==> config.mk <==
export PLATFORM = sky130hd
export DESIGN_NAME = ram_cmd_master
export DESIGN_NICKNAME = d
export VERILOG_FILES = /design/src/rtl/ram_cmd_master.sv
export SDC_FILE = /design/constraint.sdc
export NUM_CORES = 1
export LEC_CHECK = 0
export ABC_AREA = 1
export BUFFER_PORTS_ARGS = -buffer_cell sky130_fd_sc_hd__buf_2
export CORE_MARGIN = 2
export CORE_UTILIZATION = 50
export DETAILED_ROUTE_END_ITERATION = 8
export PLACE_DENSITY_LB_ADDON = 0.08
export SLEW_MARGIN = 20
export SYNTH_ARGS = -nofsm -noshare
export SYNTH_HDL_FRONTEND = slang
export SYNTH_SLANG_ARGS = --single-unit
==> constraint.sdc <==
create_clock -name i_clk -period 1.6 [get_ports i_clk]
set_clock_uncertainty 0.2 [all_clocks]
set_input_delay 0.08 -clock i_clk [delete_from_list [all_inputs] [get_ports i_clk]]
set_output_delay 0.08 -clock i_clk [all_outputs]
set_load 0.05 [all_outputs]
==> src/rtl/ram_cmd_master.sv <==
// rtl/ram_cmd_master.sv - host request to RAM command-word sequencer
// Issues address/data command words per request; returns read replies as one-cycle responses.
module ram_cmd_master #(
  parameter int MEM_DEPTH  = 256,
  parameter int GAP        = 0,
  parameter int TIMEOUT    = 15,
  parameter int ADDR_CACHE = 1,
  localparam int ADDR_SIZE = $clog2(MEM_DEPTH)
) (
  input  logic                   i_clk,
  input  logic                   i_rst,
  input  logic                   i_req_valid,
  output logic                   o_req_ready,
  input  logic                   i_req_write,
  input  logic [ADDR_SIZE-1:0]   i_req_addr,
  input  logic [ADDR_SIZE-1:0]   i_req_wdata,
  output logic                   o_cmd_valid,
  output logic [ADDR_SIZE+1:0]   o_cmd_data,
  input  logic                   i_tx_valid,
  input  logic [ADDR_SIZE-1:0]   i_tx_data,
  output logic                   o_rsp_valid,
  output logic [ADDR_SIZE-1:0]   o_rsp_data,
  output logic                   o_rsp_err,
  output logic                   o_busy
);

  localparam int GW = (GAP > 1) ? $clog2(GAP) : 1;
  localparam int TW = (TIMEOUT > 1) ? $clog2(TIMEOUT) : 1;

  typedef enum logic [2:0] {S_IDLE, S_ADDR, S_GAP_W, S_DATA, S_RSP_WAIT} state_t;

  state_t                 r_state;
  logic                   r_req_ready;
  logic                   r_busy;
  logic                   r_cmd_valid;
  logic [ADDR_SIZE+1:0]   r_cmd_data;
  logic                   r_rsp_valid;
  logic [ADDR_SIZE-1:0]   r_rsp_data;
  logic                   r_rsp_err;
  logic                   r_write;
  logic [ADDR_SIZE-1:0]   r_wdata;
  logic [GW-1:0]          r_gap_cnt;
  logic [TW-1:0]          r_to_cnt;
  logic                   r_wc_vld;
  logic [ADDR_SIZE-1:0]   r_wc_addr;
  logic                   r_rc_vld;
  logic [ADDR_SIZE-1:0]   r_rc_addr;

  logic                   w_hit;
  logic [ADDR_SIZE+1:0]   w_acc_data;
  logic [ADDR_SIZE+1:0]   w_data_word;

  // Address word is redundant when the RAM already holds this address for the same direction.
  assign w_hit = (ADDR_CACHE != 0) &&
                 (i_req_write ? (r_wc_vld && (r_wc_addr == i_req_addr))
                              : (r_rc_vld && (r_rc_addr == i_req_addr)));
  assign w_acc_data  = i_req_write ? {2'b01, i_req_wdata} : {2'b11, {ADDR_SIZE{1'b0}}};
  assign w_data_word = r_write ? {2'b01, r_wdata} : {2'b11, {ADDR_SIZE{1'b0}}};

  always_ff @(posedge i_clk) begin
    if (i_rst) begin
      r_state     <= S_IDLE;
      r_req_ready <= 1'b1;
      r_busy      <= 1'b0;
      r_cmd_valid <= 1'b0;
      r_cmd_data  <= '0;
      r_rsp_valid <= 1'b0;
      r_rsp_data  <= '0;
      r_rsp_err   <= 1'b0;
      r_write     <= 1'b0;
      r_wdata     <= '0;
      r_gap_cnt   <= '0;
      r_to_cnt    <= '0;
      r_wc_vld    <= 1'b0;
      r_wc_addr   <= '0;
      r_rc_vld    <= 1'b0;
      r_rc_addr   <= '0;
    end else begin
      r_rsp_valid <= 1'b0;
      r_rsp_err   <= 1'b0;
      case (r_state)
        S_IDLE: begin
          if (i_req_valid) begin
            r_write     <= i_req_write;
            r_wdata     <= i_req_wdata;
            r_req_ready <= 1'b0;
            r_busy      <= 1'b1;
            r_cmd_valid <= 1'b1;
            if (w_hit) begin
              r_cmd_data <= w_acc_data;
              r_state    <= S_DATA;
            end else begin
              r_cmd_data <= {i_req_write ? 2'b00 : 2'b10, i_req_addr};
              r_state    <= S_ADDR;
              if (i_req_write) begin
                r_wc_vld  <= 1'b1;
                r_wc_addr <= i_req_addr;
              end else begin
                r_rc_vld  <= 1'b1;
                r_rc_addr <= i_req_addr;
              end
            end
          end
        end
        S_ADDR: begin
          if (GAP == 0) begin
            r_cmd_data <= w_data_word;
            r_state    <= S_DATA;
          end else begin
            r_cmd_valid <= 1'b0;
            r_gap_cnt   <= '0;
            r_state     <= S_GAP_W;
          end
        end
        S_GAP_W: begin
          if (r_gap_cnt == GW'(GAP - 1)) begin
            r_cmd_valid <= 1'b1;
            r_cmd_data  <= w_data_word;
            r_state     <= S_DATA;
          end else begin
            r_gap_cnt <= r_gap_cnt + 1'b1;
          end
        end
        S_DATA: begin
          r_cmd_valid <= 1'b0;
          if (r_write) begin
            r_req_ready <= 1'b1;
            r_busy      <= 1'b0;
            r_state     <= S_IDLE;
          end else begin
            r_to_cnt <= '0;
            r_state  <= S_RSP_WAIT;
          end
        end
        S_RSP_WAIT: begin
          if (i_tx_valid) begin
            r_rsp_valid <= 1'b1;
            r_rsp_data  <= i_tx_data;
            r_req_ready <= 1'b1;
            r_busy      <= 1'b0;
            r_state     <= S_IDLE;
          end else if (r_to_cnt == TW'(TIMEOUT - 1)) begin
            // Unknown RAM read pointer after an abort: force the next read to resend its address.
            r_rsp_valid <= 1'b1;
            r_rsp_err   <= 1'b1;
            r_rsp_data  <= '0;
            r_rc_vld    <= 1'b0;
            r_req_ready <= 1'b1;
            r_busy      <= 1'b0;
            r_state     <= S_IDLE;
          end else begin
            r_to_cnt <= r_to_cnt + 1'b1;
          end
        end
        default: begin
          r_state     <= S_IDLE;
          r_req_ready <= 1'b1;
          r_busy      <= 1'b0;
          r_cmd_valid <= 1'b0;
        end
      endcase
    end
  end

  assign o_req_ready = r_req_ready;
  assign o_busy      = r_busy;
  assign o_cmd_valid = r_cmd_valid;
  assign o_cmd_data  = r_cmd_data;
  assign o_rsp_valid = r_rsp_valid;
  assign o_rsp_data  = r_rsp_data;
  assign o_rsp_err   = r_rsp_err;

endmodule

# Word level (Yosys, flattened, before mapping)

Cells that the tools add are included.

Add/subtract/negate cells: 2
Eq/ne operators: 17
Multiplexer cells: 41
Bitwise logic cells: 5
Reduce and logical (&&, ||, !) cells: 21

Operators by type and width:

| cell                  | number |
|---|---|
| $mux W10              | 5 |
| $pmux W10 S3          | 1 |
| $ne A2 B2 Y1 const B  | 9 |
| $mux W1               | 17 |
| $eq A8 B8 Y1          | 2 |
| $mux W8               | 2 |
| $reduce_and A4 Y1     | 4 |
| $mux W3               | 5 |
| $pmux W3 S5           | 1 |
| $mux W4               | 3 |
| $reduce_and A3 Y1     | 3 |
| $pmux W1 S4           | 2 |
| $pmux W4 S2           | 1 |
| $eq A3 B2 Y1 const B  | 2 |
| $reduce_and A6 Y1     | 1 |
| $reduce_bool A2 Y1    | 3 |
| $reduce_or A2 Y1      | 3 |
| $not A1 Y1            | 5 |
| $add A4 B1 Y4 const B | 1 |
| $eq A4 B4 Y1 const B  | 1 |
| $mux W2               | 2 |
| $reduce_and A2 Y1     | 2 |
| $eq A3 B1 Y1 const B  | 1 |
| $eq A3 B3 Y1 const B  | 1 |
| other kinds (8)       | 9 |

Flip-flop bits (word level): 58
Input bits: 29
Output and inout port bits: 23
Word-level logic and storage cells: 102

# Longest topological paths before layout

Gate-level depths: netlist (run 1).

Word-level depth: 6
Depth in mapped cells: 12
Depth with buffers taken out: 12

# Worst setup path before layout (run 1)

OpenSTA, ideal clock, no wires.

Path kind: register to register
From: register r_state[0]
To: register r_rc_addr[2]
Setup time: 0.128 ns
Arrival time: 1.274 ns
Data required time: 1.272 ns
Slack: -0.002 ns
Cell stages (with the launch flop): 10
Path buffers: 1
Clock period less this slack: 1.602 ns
Cell sequence: dfxtp_1 > nor2_4 > inv_2 > nor2_8 > nand2_2 > inv_2 > nand3_2 > buf_6 > a21oi_1 > nor2_1

Cells in the longest elaborated chain, start to end: 2

RTL lines:

| element                            | RTL line | text |
|---|---|---|
| start, declared                    | 32       | `state_t r_state;` |
| start signal, assigned             | 62       | `r_state <= S_IDLE;` |
| start signal, assigned             | 91       | `r_state <= S_DATA;` |
| start signal, assigned             | 94       | `r_state <= S_ADDR;` |
| $logic_not A3 Y1                   | 81       | `case (r_state)` |
| $reduce_and A4 Y1 (no source line) | n/a      |  |
| end signal, assigned               | 100      | `r_rc_addr <= i_req_addr;` |
| end, declared                      | 47       | `logic [ADDR_SIZE-1:0] r_rc_addr;` |

Every way passes these cells.
A chain may end at the register's enable or synchronous reset.

# Worst setup path after layout (run 1)

From: register r_rc_addr[4]
To: register r_wc_addr[6]

Cells in the longest elaborated chain, start to end: 5

RTL lines:

| element                            | RTL line | text |
|---|---|---|
| $eq A8 B8 Y1                       | 56       | `: (r_rc_vld && (r_rc_addr == i_req_addr)));` |
| $logic_and A1 B1 Y1                | 56       |  |
| $mux W1                            | 55       | `(i_req_write ? (r_wc_vld && (r_wc_addr == i_req_addr))` |
| $not A1 Y1 (no source line)        | n/a      |  |
| $reduce_and A4 Y1 (no source line) | n/a      |  |
| end signal, assigned               | 97       | `r_wc_addr <= i_req_addr;` |
| end, declared                      | 45       | `logic [ADDR_SIZE-1:0] r_wc_addr;` |

Every way passes these cells.

==> results of run 1 <==
power by group through the flow:
stage	clock, uW	combinational, uW	sequential [uW]
floorplan	0	1570	2470
finish	1340	3760	2020
detailed placement	0	2870	1990
CTS	1370	3110	1990
global route	1430	4040	2050
global placement	0	2830	1980
placed cells by master (no fill, tap or decap), drive strengths merged, types with 2 or more instances in the layout:
cell type	n
nand2	143
buf	96
nor2	61
dfxtp	58
inv	50
a21oi	48
dlygate4sd3	29
nand3	28
o21ai	17
nand4	9
clkbuf	9
nor3	6
xnor2	3
clkinv	3
o211ai	2
clkinvlp	2
ha	2
layout make-up:
class / instances / area [um2] / area share [%]
clock inverters: 7 / 68.8 / 1.55
inverters: 49 / 204 / 4.59
clock buffers: 9 / 124 / 2.79
multi-input cells: 324 / 1870 / 42.0
well taps: 72 / 90.1 / 2.03
repair buffers: 125 / 911 / 20.5
flip-flops and latches: 58 / 1180 / 26.6
path summary, 6_finish.rpt:
kind	startpoint	to	slack (ns)
setup / recovery	r_rc_addr[4]	r_wc_addr[6]	-0.13
hold / removal	i_rst	r_wc_addr[7]	0.06
setup reg to reg	r_rc_addr[4]	r_wc_addr[6]	-0.13
hold reg to reg	o_cmd_data[7]	o_cmd_data[7]	0.26
layer usage:
metal	wire (um)	up-vias
li1	-	1670
met1	3860	1567
met2	4750	148
met3	583	29
met4	272	0
met5	0	-
state kept, by name, indices dropped and copies added (netlist names), 3 cells and up:
name and count:
o_cmd_data 10, r_wc_addr 8, r_state 3, r_to_cnt 4, r_rc_addr 8, r_wdata 8, o_rsp_data 8
repair_timing:
item | 4_1_cts | 5_1_grt
buffers inserted | 1 | 7
setup endpoints to repair | 35 | 48
gates resized for setup | 35 | 75
cloned | 3 | 1
pin swaps | 4 | 12
endpoints found under the hold margin | 40 | 0
hold buffers | 29 | 0
worst max-delay path: cells and delay by family (launching register included):
| family | cells | cell delay [ns] |
|---|---|---|
| flops | 1 | 0.33 |
| buf+inv | 2 | 0.22 |
| simple gates | 8 | 0.92 |
through the flow:
step                cells  setup slack, ns
CTS                   636          -0.0282
global placement      587          -0.0856
floorplan             439           0.0273
detailed placement    587           -0.118
finish                644           -0.133
global route          644           -0.192
logic make-up (layout without fill, tap and decap cells):
family | count (synthesis) | after routing | synth area share, %
fa+ha+maj | 2 | 2 | 0.849
flops | 58 | 58 | 39.4
compound gates | 69 | 69 | 12.2
buf+inv | 61 | 190 | 8.83
xor+xnor | 4 | 4 | 1.19
simple gates | 245 | 249 | 37.6
==> key figures, run 1 <==
Status
  – Outcome: finished with violations
  – Failing checks: negative setup slack

Yosys
  – Synth Instances: roughly 440
  – Register area share after synthesis: about 40%
  – Largest cells by area after synthesis: dfxtp_1 (39%), nand2_1 (17%), a21oi_1 (8.0%)
  – Avg Cell Area, Syn: 6.71 um2
  – Syn nets: 470
  – Top-area cell type share of the netlist area: 39.4%
  – Count of cell types in the netlist: 31
  – Area leader, netlist: dfxtp_1
  – Synth top cells by count: nand2_1 (135), dfxtp_1 (58), nor2_1 (54), a21oi_1 (47), inv_1 (39)
  – Ys Warns: 0
  – Syn Std Cell Area: roughly 2900 um2
  – Most frequent cell after synthesis: nand2_1
  – Yosys reg bits: 58
  – Top_reg_cell synth: dfxtp_1
  – EDFF count, synth: 0
  – Ys async rst share: 0%

Finish
  – Layout cells sized above 1: around two fifths
  – Finished Cell Area: 4450 um2
  – Layout Utilization: between 70% and 80%
  – # fillers: approximately 380
  – Ant diodes: 0
  – NumNets Final: 598
  – Synth-to-Final Area Change: 50.8%

STA
  – Setup TNS: -1.45 ns
  – Worst-Margin Slew: slightly above 0.5 ns
  – Unrepaired setup endpoints after global routing: true
  – Final setup vio count: 26
  – Tmin final: roughly 1.7 ns
  – Final Hold Fails: 0
  – Max transition margin: 66.1%
  – Fin crit share: 108%
  – F_max: 577 MHz
  – WHS: between 0.05 and 0.06 ns
  – Final WS setup: -0.133 ns
  – Fin. max-slew vios: 0

Clock network
  – Clk sinks: 58
  – TritonCTS clock tree: built
  – Cts bufs inserted: 9
  – # H-tree levels: 3
  – Root Buffer: clkbuf_8
  – Clk buf depth: 2
  – Clock-pin slew on the worst setup and hold paths: 0.07 ns
  – Insertion delay to the later sink of the worst-skew pair: between 0.3 and 0.4 ns

Placed design
  – Post-DP Area: around 3500 um2
  – Routability cong.: 0.996
  – Post-DP HPWL: about 5500 um
  – Port buffer count: 51

Worst setup path
  – Worst Setup End Kind: flop
  – Critical Path Start Type: flop
  – CP arrival: 1.80 ns
  – CP required: 1.67 ns
  – CP Max Fanout: 3
  – Setup CP Type: flop to flop
  – Slowest Stage Delay on Critical Path: 0.33 ns
  – R2R depth: 10
  – CP Cell Sequence: inv_2 -> nor2_1 -> nor2_1 -> nand2_1 -> nor3_2 -> nand3_2 -> buf_6 -> nand4_1 -> nand2_1 -> nor2_1
  – Slowest-stage cell, CP: dfxtp_2
  – Cell repeated most along the worst path: nor2_1

Route
  – DRC Markers: 0
  – Drt total wl: 9460 um
  – Starting DRT DRC Count: ~190
  – Via density: 5.30
  – Remaining antenna violation count: 0
  – Via count: ~3400
  – WL/cell: roughly 15 um
  – Drt pass-1 iters: 5

GRT
  – Antenna violations before repair: 0
  – Largest net degree at the start of global routing: 45
  – Met2 usage: 50.0%
  – Met1 usage: 33.4%
  – Number of global-route vias before repair: 3056
  – Total track usage: 28.2%
  – Grt ovf: 0
  – Gr busiest metal: met2
  – Global-route met3 utilization: 5.22%
  – First-pass GRT wire length: approximately 14000 um

Power
  – PwrDens: 1600 nW/um2
  – Logic pwr share: 52.8%
  – Cell Int Power: 3920 uW
  – Switching Power: ~3200 uW
  – Sequential power share: 28.4%
  – Clk pwr share: 18.8%
  – Power consumption: just over 7000 uW
  – Switching share of power: 45.0%
  – Maximum vdd ir drop: roughly 0.89 mV
  – Pleak: 0.00207 uW

Run
  – Number of max-cap violations: 0

Floorplan
  – Initial Util: 52.6%
  – Width of the chip: slightly above 80 um
  – Rows: 27
  – Die Y-Extent: a little over 80 um
  – I/O Pins: 52
  – Die area: 6530 um2
  – Core ar.: 5610 um2

Min path
  – Hold path depth: 4
  – Hold crit path type: primary input to flop
Note: power is estimated with default switching activity, not from simulation.
==> run 2: changes to the inputs <==
--- a/config.mk
+++ b/config.mk
@@ -7,8 +7,10 @@
 export LEC_CHECK = 0
 export ABC_AREA = 1
 export BUFFER_PORTS_ARGS = -buffer_cell sky130_fd_sc_hd__buf_2
+export CELL_PAD_IN_SITES_DETAIL_PLACEMENT = 0
+export CELL_PAD_IN_SITES_GLOBAL_PLACEMENT = 1
 export CORE_MARGIN = 2
-export CORE_UTILIZATION = 50
+export CORE_UTILIZATION = 35
 export DETAILED_ROUTE_END_ITERATION = 8
 export PLACE_DENSITY_LB_ADDON = 0.08
 export SLEW_MARGIN = 20
==> run 2 against run 1 <==
Effect of this change: critical path depth is 1 higher; sequential power hardly changed; sequential share of layout area is 0.78 points lower; utilization is 23 points lower; final area is 3.2% higher; flip-flop and latch count stayed put; the run still ends with negative setup slack left; fmax is 2.8% higher; combinational power is 1% lower; via count is 4.5% lower; critical endpoint is now r_wc_addr[1]; routed wire length is 0.52% lower; die area is 41% higher.
==> key figures, run 2 (synthesis gave the netlist of run 1 again) <==
Worst setup path
  – Worst Setup End Kind: flop
  – CP arrival: 1.72 ns
  – CP Cell Sequence: inv_2 -> nor2_1 -> nor2_1 -> nand2_1 -> nor3_2 -> buf_4 -> nand3_4 -> nand3_4 -> nand2_1 -> nand2_1 -> nor2_1
  – Setup CP Type: flop to flop
  – Critical Path Start Type: flop
  – Crit path launch: r_rc_addr[4]
  – RR Startpoint: r_rc_addr[4]
  – Buf/Inv on CP: 2
  – CP Max Fanout: 8
  – Slowest Stage Delay on Critical Path: 0.33 ns
  – CP top delay family: simple AND/OR/NAND/NOR gates
  – Slowest-stage cell, CP: dfxtp_2
  – CP required: 1.64 ns

Clock network
  – Clk buf depth: 2
  – TritonCTS clock tree: built
  – # H-tree levels: 3
  – Clk sinks: 58
  – Cts bufs inserted: 9
  – Root Buffer: clkbuf_8
  – Insertion delay to the later sink of the worst-skew pair: between 0.3 and 0.4 ns
  – Clock-pin slew on the worst setup and hold paths: ~0.070 ns

Finish
  – Multi-input logic area: ~1800 um2
  – Register area: roughly 1200 um2
  – Most frequent cells in the layout: nand2_1 (117), buf_4 (54), buf_2 (51), nor2_1 (48), a21oi_1 (46)
  – Leading cell type in the layout, fill and taps excluded: nand2_1
  – Ant diodes: 0
  – Layout cells sized above 1: between 30% and 40%
  – Max FFs per register: 10
  – # fillers: around 800
  – Synth-to-Final Area Change: 55.6%
  – NumNets Final: 614
  – Fin cells: 693

STA
  – Worst-Margin Slew: 0.521 ns
  – Max transition margin: around two thirds
  – WHS: about 0.0044 ns
  – Final setup vio count: 27
  – Final Hold Fails: 0
  – Fin. max-slew vios: 0
  – Final WS setup: -0.0863 ns
  – Fin crit share: 105%
  – F_max: 593 MHz
  – Tmin final: 1.69 ns
  – Unrepaired setup endpoints after global routing: true

Route
  – Drt total wl: 9420 um
  – Remaining antenna violation count: 0
  – Via density: roughly 4.7
  – Drt pass-1 iters: 4
  – Via count: 3260
  – DRT met1 WL: around 4400 um
  – Starting DRT DRC Count: 108
  – Met3 wire length: approximately 400 um
  – DRC Markers: 0
  – WL/cell: roughly 14 um
  – Routed met2 length: 4520 um
  – Top sig layer: met4

Placed design
  – Pre-CTS WS: -0.132 ns
  – Post-DP HPWL: around 6000 um
  – Routability cong.: 0.869
  – Port buffer count: 51
  – Placed Cells: around 640

Floorplan
  – I/O Pins: 52
  – Core ar.: between 8000 and 9000 um2
  – Rows: 33
  – Initial Util: 36.1%
  – Width of the chip: 95.8 um
  – Die Y-Extent: 95.8 um
  – Die area: 9170 um2

Min path
  – Hold crit path type: primary input to flop
  – Hold Startpoint: i_req_addr[0]

GRT
  – Largest net degree at the start of global routing: 45
  – Antenna violations before repair: 0
  – Grt ovf: 0
  – Number of global-route vias before repair: about 3000
  – First-pass GRT wire length: roughly 15000 um
  – Total track usage: 21.2%

Power
  – Logic pwr share: 53.3%
  – Power consumption: 6960 uW
  – Switching share of power: between 40% and 50%
  – Switching Power: 3100 uW
  – PwrDens: 1520 nW/um2
  – Cell Int Power: between 3000 and 4000 uW
  – Pleak: 0.00215 uW
  – Sequential power share: roughly 29%
  – Maximum vdd ir drop: 0.652 mV
  – Clk pwr share: about 18%

Status
  – Failing checks: negative setup slack
  – Outcome: finished with violations

Run
  – Number of max-cap violations: 0
run 2: final timing paths:
path	end	slack [ns]	cells past startpoint
setup / recovery	r_wc_addr[1]	-0.09	11
hold / removal	r_rc_addr[0]	0.004	4
setup reg to reg	r_wc_addr[1]	-0.09	11
hold reg to reg	o_cmd_data[0]	0.26	2
run 2: power by group through the flow:
stage	Clock (uW)	Sequential [uW]	Combinational (uW)
final	1240	2010	3710
after global routing	1370	2050	4060
after CTS	1270	1990	3390
after detailed placement	0	1990	3050
after global placement	0	1990	3050
after floorplan	0	2470	1570
run 2: routing by layer:
| metal | global-route usage, % | vias up |
|---|---|---|
| met2 | 34.6 | 81 |
| met5 | 0 | - |
| met4 | 8.81 | 0 |
| met1 | 27.4 | 1455 |
| met3 | 4.39 | 11 |
| li1 | - | 1713 |
run 2: area by class of cell:
type                    count  share of cell area, %
multi-input cells         323                   39.9
repair buffers            142                   23.3
inverters                  49                   4.23
well taps                 105                   2.86
clock buffers              10                   3.00
flip-flops and latches     58                   25.8
clock inverters             6                  0.900
run 2: worst reg2reg max path, stage by stage, from the launching register on:
cell	delay (ns)
dfxtp_2	0.33
inv_2	0.06
nor2_1	0.04
nor2_1	0.09
nand2_1	0.07
nor3_2	0.21
buf_4	0.15
nand3_4	0.11
nand3_4	0.15
nand2_1	0.07
nand2_1	0.06
nor2_1	0.04
run 2: timing repair:
item	CTS	global route
resized for setup	40	61
hold buffers	27	0
setup endpoints to repair	34	44
endpoints found under the hold margin	47	0
buffers inserted	9	3
cloned	2	1
pin swaps	8	19
run 2: metrics by stage:
step | util, % | setup TNS, ns | instance area (um2)
after floorplan | - | 0 | 2960
after global placement | 45.0 | -2.17 | 3680
after detailed placement | 45.0 | -2.09 | 3680
after CTS | 53.5 | -0.247 | 4370
after global routing | 56.1 | -4.24 | 4590
final | 56.1 | -1.37 | 4590
==> run 3: changes to the inputs <==
--- a/config.mk
+++ b/config.mk
@@ -9,8 +9,9 @@
 export BUFFER_PORTS_ARGS = -buffer_cell sky130_fd_sc_hd__buf_2
 export CELL_PAD_IN_SITES_DETAIL_PLACEMENT = 0
 export CELL_PAD_IN_SITES_GLOBAL_PLACEMENT = 1
+export CORE_ASPECT_RATIO = 1.2
 export CORE_MARGIN = 2
-export CORE_UTILIZATION = 35
+export CORE_UTILIZATION = 39
 export DETAILED_ROUTE_END_ITERATION = 8
 export PLACE_DENSITY_LB_ADDON = 0.08
 export SLEW_MARGIN = 20
==> constraint.sdc (replaced) <==
create_clock -name i_clk -period 1.9 [get_ports i_clk]
set_clock_uncertainty 0.2 [all_clocks]
set_input_delay 0.095 -clock i_clk [delete_from_list [all_inputs] [get_ports i_clk]]
set_output_delay 0.095 -clock i_clk [all_outputs]
set_load 0.05 [all_outputs]
==> run 3 against run 2 <==
Effect of this change: the flow now finishes without violations; routed wire length down 7.3%; final area down 14%; utilization down 2.1 points; hold slack better by 0.018 ns; combinational power down 36%; first-iteration DRC count up 12%; clock-buffer cell count down 1; die area down 9.8%; sequential share of layout area up 3.8 points; global-route usage down 0.40 points; setup slack better by 0.18 ns; critical endpoint is now r_rc_addr[2].
==> key figures, run 3 (synthesis gave the netlist of run 1 again) <==
Status
  – Outcome: completed

Run
  – Number of max-cap violations: 0

Clock network
  – Clk buf depth: 2
  – Clock-pin slew on the worst setup and hold paths: 0.07 ns
  – Root Buffer: clkbuf_8
  – Insertion delay to the later sink of the worst-skew pair: 0.35 ns
  – TritonCTS clock tree: built
  – Clk sinks: 58
  – # H-tree levels: 3
  – Cts bufs inserted: 9

STA
  – F_max: 554 MHz
  – Fin. max-slew vios: 0
  – Worst-Margin Slew: 0.512 ns
  – Max transition margin: 65.9%
  – Final WS setup: approximately 0.094 ns
  – Fin crit share: 95.0%
  – Tmin final: 1.81 ns
  – Final setup vio count: 0
  – Final Hold Fails: 0

Worst setup path
  – CP Max Fanout: 5
  – Cell repeated most along the worst path: nor2_1
  – Slowest Stage Delay on Critical Path: 0.53 ns
  – Worst Setup End Kind: flop
  – CP Cell Sequence: dlygate4sd3_1 -> clkbuf_4 -> inv_2 -> nor2_1 -> nor2_2 -> nand2_2 -> nor2_4 -> nand3_4 -> nand3_2 -> nor2_1 -> a21oi_1 -> nor2_1
  – Critical Path Start Type: primary input
  – CP required: between 1.5 and 2 ns
  – CP arrival: 1.82 ns
  – Setup CP Type: primary input to flop
  – Slowest-stage cell, CP: dlygate4sd3_1

Placed design
  – Port buffer count: 51
  – Placed Cells: 573
  – Post-DP HPWL: about 5800 um
  – Routability cong.: 0.832
  – Pre-CTS WS: 0.0383 ns

Min path
  – Hold crit path type: primary input to flop

Finish
  – Layout Utilization: approximately 54%
  – Ant diodes: 0
  – Synth-to-Final Area Change: 33.3%
  – Max FFs per register: 10
  – Layout cells sized above 1: 23.4%
  – # fillers: roughly 730
  – Leading cell type in the layout, fill and taps excluded: nand2_1
  – Fin cells: approximately 620
  – NumNets Final: 557
  – Most frequent cells in the layout: nand2_1 (131), dfxtp_1 (56), nor2_1 (52), a21oi_1 (47), buf_2 (47)

Power
  – Maximum vdd ir drop: 0.672 mV
  – Clk pwr share: 22.0%
  – Switching Power: 2360 uW
  – Logic pwr share: 45.8%
  – Pleak: 0.00182 uW
  – Cell Int Power: 2820 uW
  – Switching share of power: ~46%
  – Sequential power share: 32.2%
  – PwrDens: 1320 nW/um2
  – Power consumption: 5170 uW

GRT
  – Antenna violations before repair: 0
  – Grt ovf: 0
  – First-pass GRT wire length: ~14000 um
  – Total track usage: a little over a fifth
  – Number of global-route vias before repair: just under 3000
  – Largest net degree at the start of global routing: 45

Route
  – Remaining antenna violation count: 0
  – Drt total wl: ~8700 um
  – Starting DRT DRC Count: 121
  – WL/cell: 14.1 um
  – Drt pass-1 iters: 4
  – DRC Markers: 0
  – Via density: 4.93
  – Via count: 3064

Floorplan
  – Die Y-Extent: between 90 and 100 um
  – I/O Pins: 52
  – Rows: 34
  – Core ar.: 7270 um2
  – Die area: about 8300 um2
  – Width of the chip: 83.4 um
  – Initial Util: about two fifths
run 3: cell types whose count changed in the layout (fill, tap and decap cells not counted), sizes merged:
| cell | before | now |
|---|---|---|
| buf | 115 | 57 |
| bufinv | 0 | 1 |
| clkinv | 2 | 4 |
| clkinvlp | 3 | 2 |
| inv | 50 | 49 |
| nand2 | 143 | 142 |
| nand3 | 27 | 28 |
run 3: path summary, 6_finish.rpt:
path | to | slack (ns) | depth (start not counted) | from
max | r_rc_addr[2] | 0.09 | 12 | i_req_addr[5]
min | o_cmd_data[2] | 0.02 | 5 | i_req_addr[2]
max reg2reg | r_rc_addr[2] | 0.10 | 7 | r_rc_addr[3]
min reg2reg | o_busy | 0.26 | 2 | o_busy
run 3: area by class of cell:
class,instances,area [um2],area share [%]
Tap cell,90,113,2.87
Multi-Input combinational cell,323,1670,42.6
Inverter,49,191,4.87
Timing Repair Buffer,85,596,15.2
Clock buffer,9,124,3.15
Sequential cell,58,1160,29.6
Clock inverter,7,68.8,1.75
run 3: power by group through the flow:
stage                     registers (uW)  logic [uW]  clock network [uW]
after floorplan                     2080        1310                   0
after global placement              1670        2170                   0
after detailed placement            1680        2180                   0
after CTS                           1650        2230                1170
after global routing                1700        2630                1210
final                               1660        2370                1140
run 3: through the flow:
| stage | setup TNS, ns | cell area [um2] | hold slack [ns] |
|---|---|---|---|
| 5_1_grt | -0.277 | 3930 | 0.0574 |
| 2_1_floorplan | 0 | 2950 | -0.0258 |
| 3_5_place_dp | 0 | 3280 | 0.0823 |
| 6_report | 0 | 3930 | 0.0225 |
| 4_1_cts | 0 | 3740 | 0.0495 |
| 3_3_place_gp | 0 | 3280 | 0.0773 |
run 3: routing by layer:
metal / GRT usage (%) / vias up / routed length, um
met5: 0 / - / 0
met4: 8.45 / 0 / 221
met3: 4.40 / 17 / 332
met2: 37.1 / 64 / 4490
met1: 24.4 / 1403 / 3690
li1: - / 1580 / -
run 3: worst max-delay path: cells and delay by family:
kind	cells	cell delay [ns]
and+or+nand+nor	8	0.82
buffers and inverters	3	0.78
AOI/OAI and AO/OA	1	0.12
run 3: timing repair:
| action | in CTS | in global routing |
|---|---|---|
| endpoints found under the setup margin | 0 | 31 |
| hold endpoints to repair | 40 | 0 |
| resized for setup | 0 | 36 |
| hold buffers | 27 | 0 |
| setup buffers | 0 | 2 |
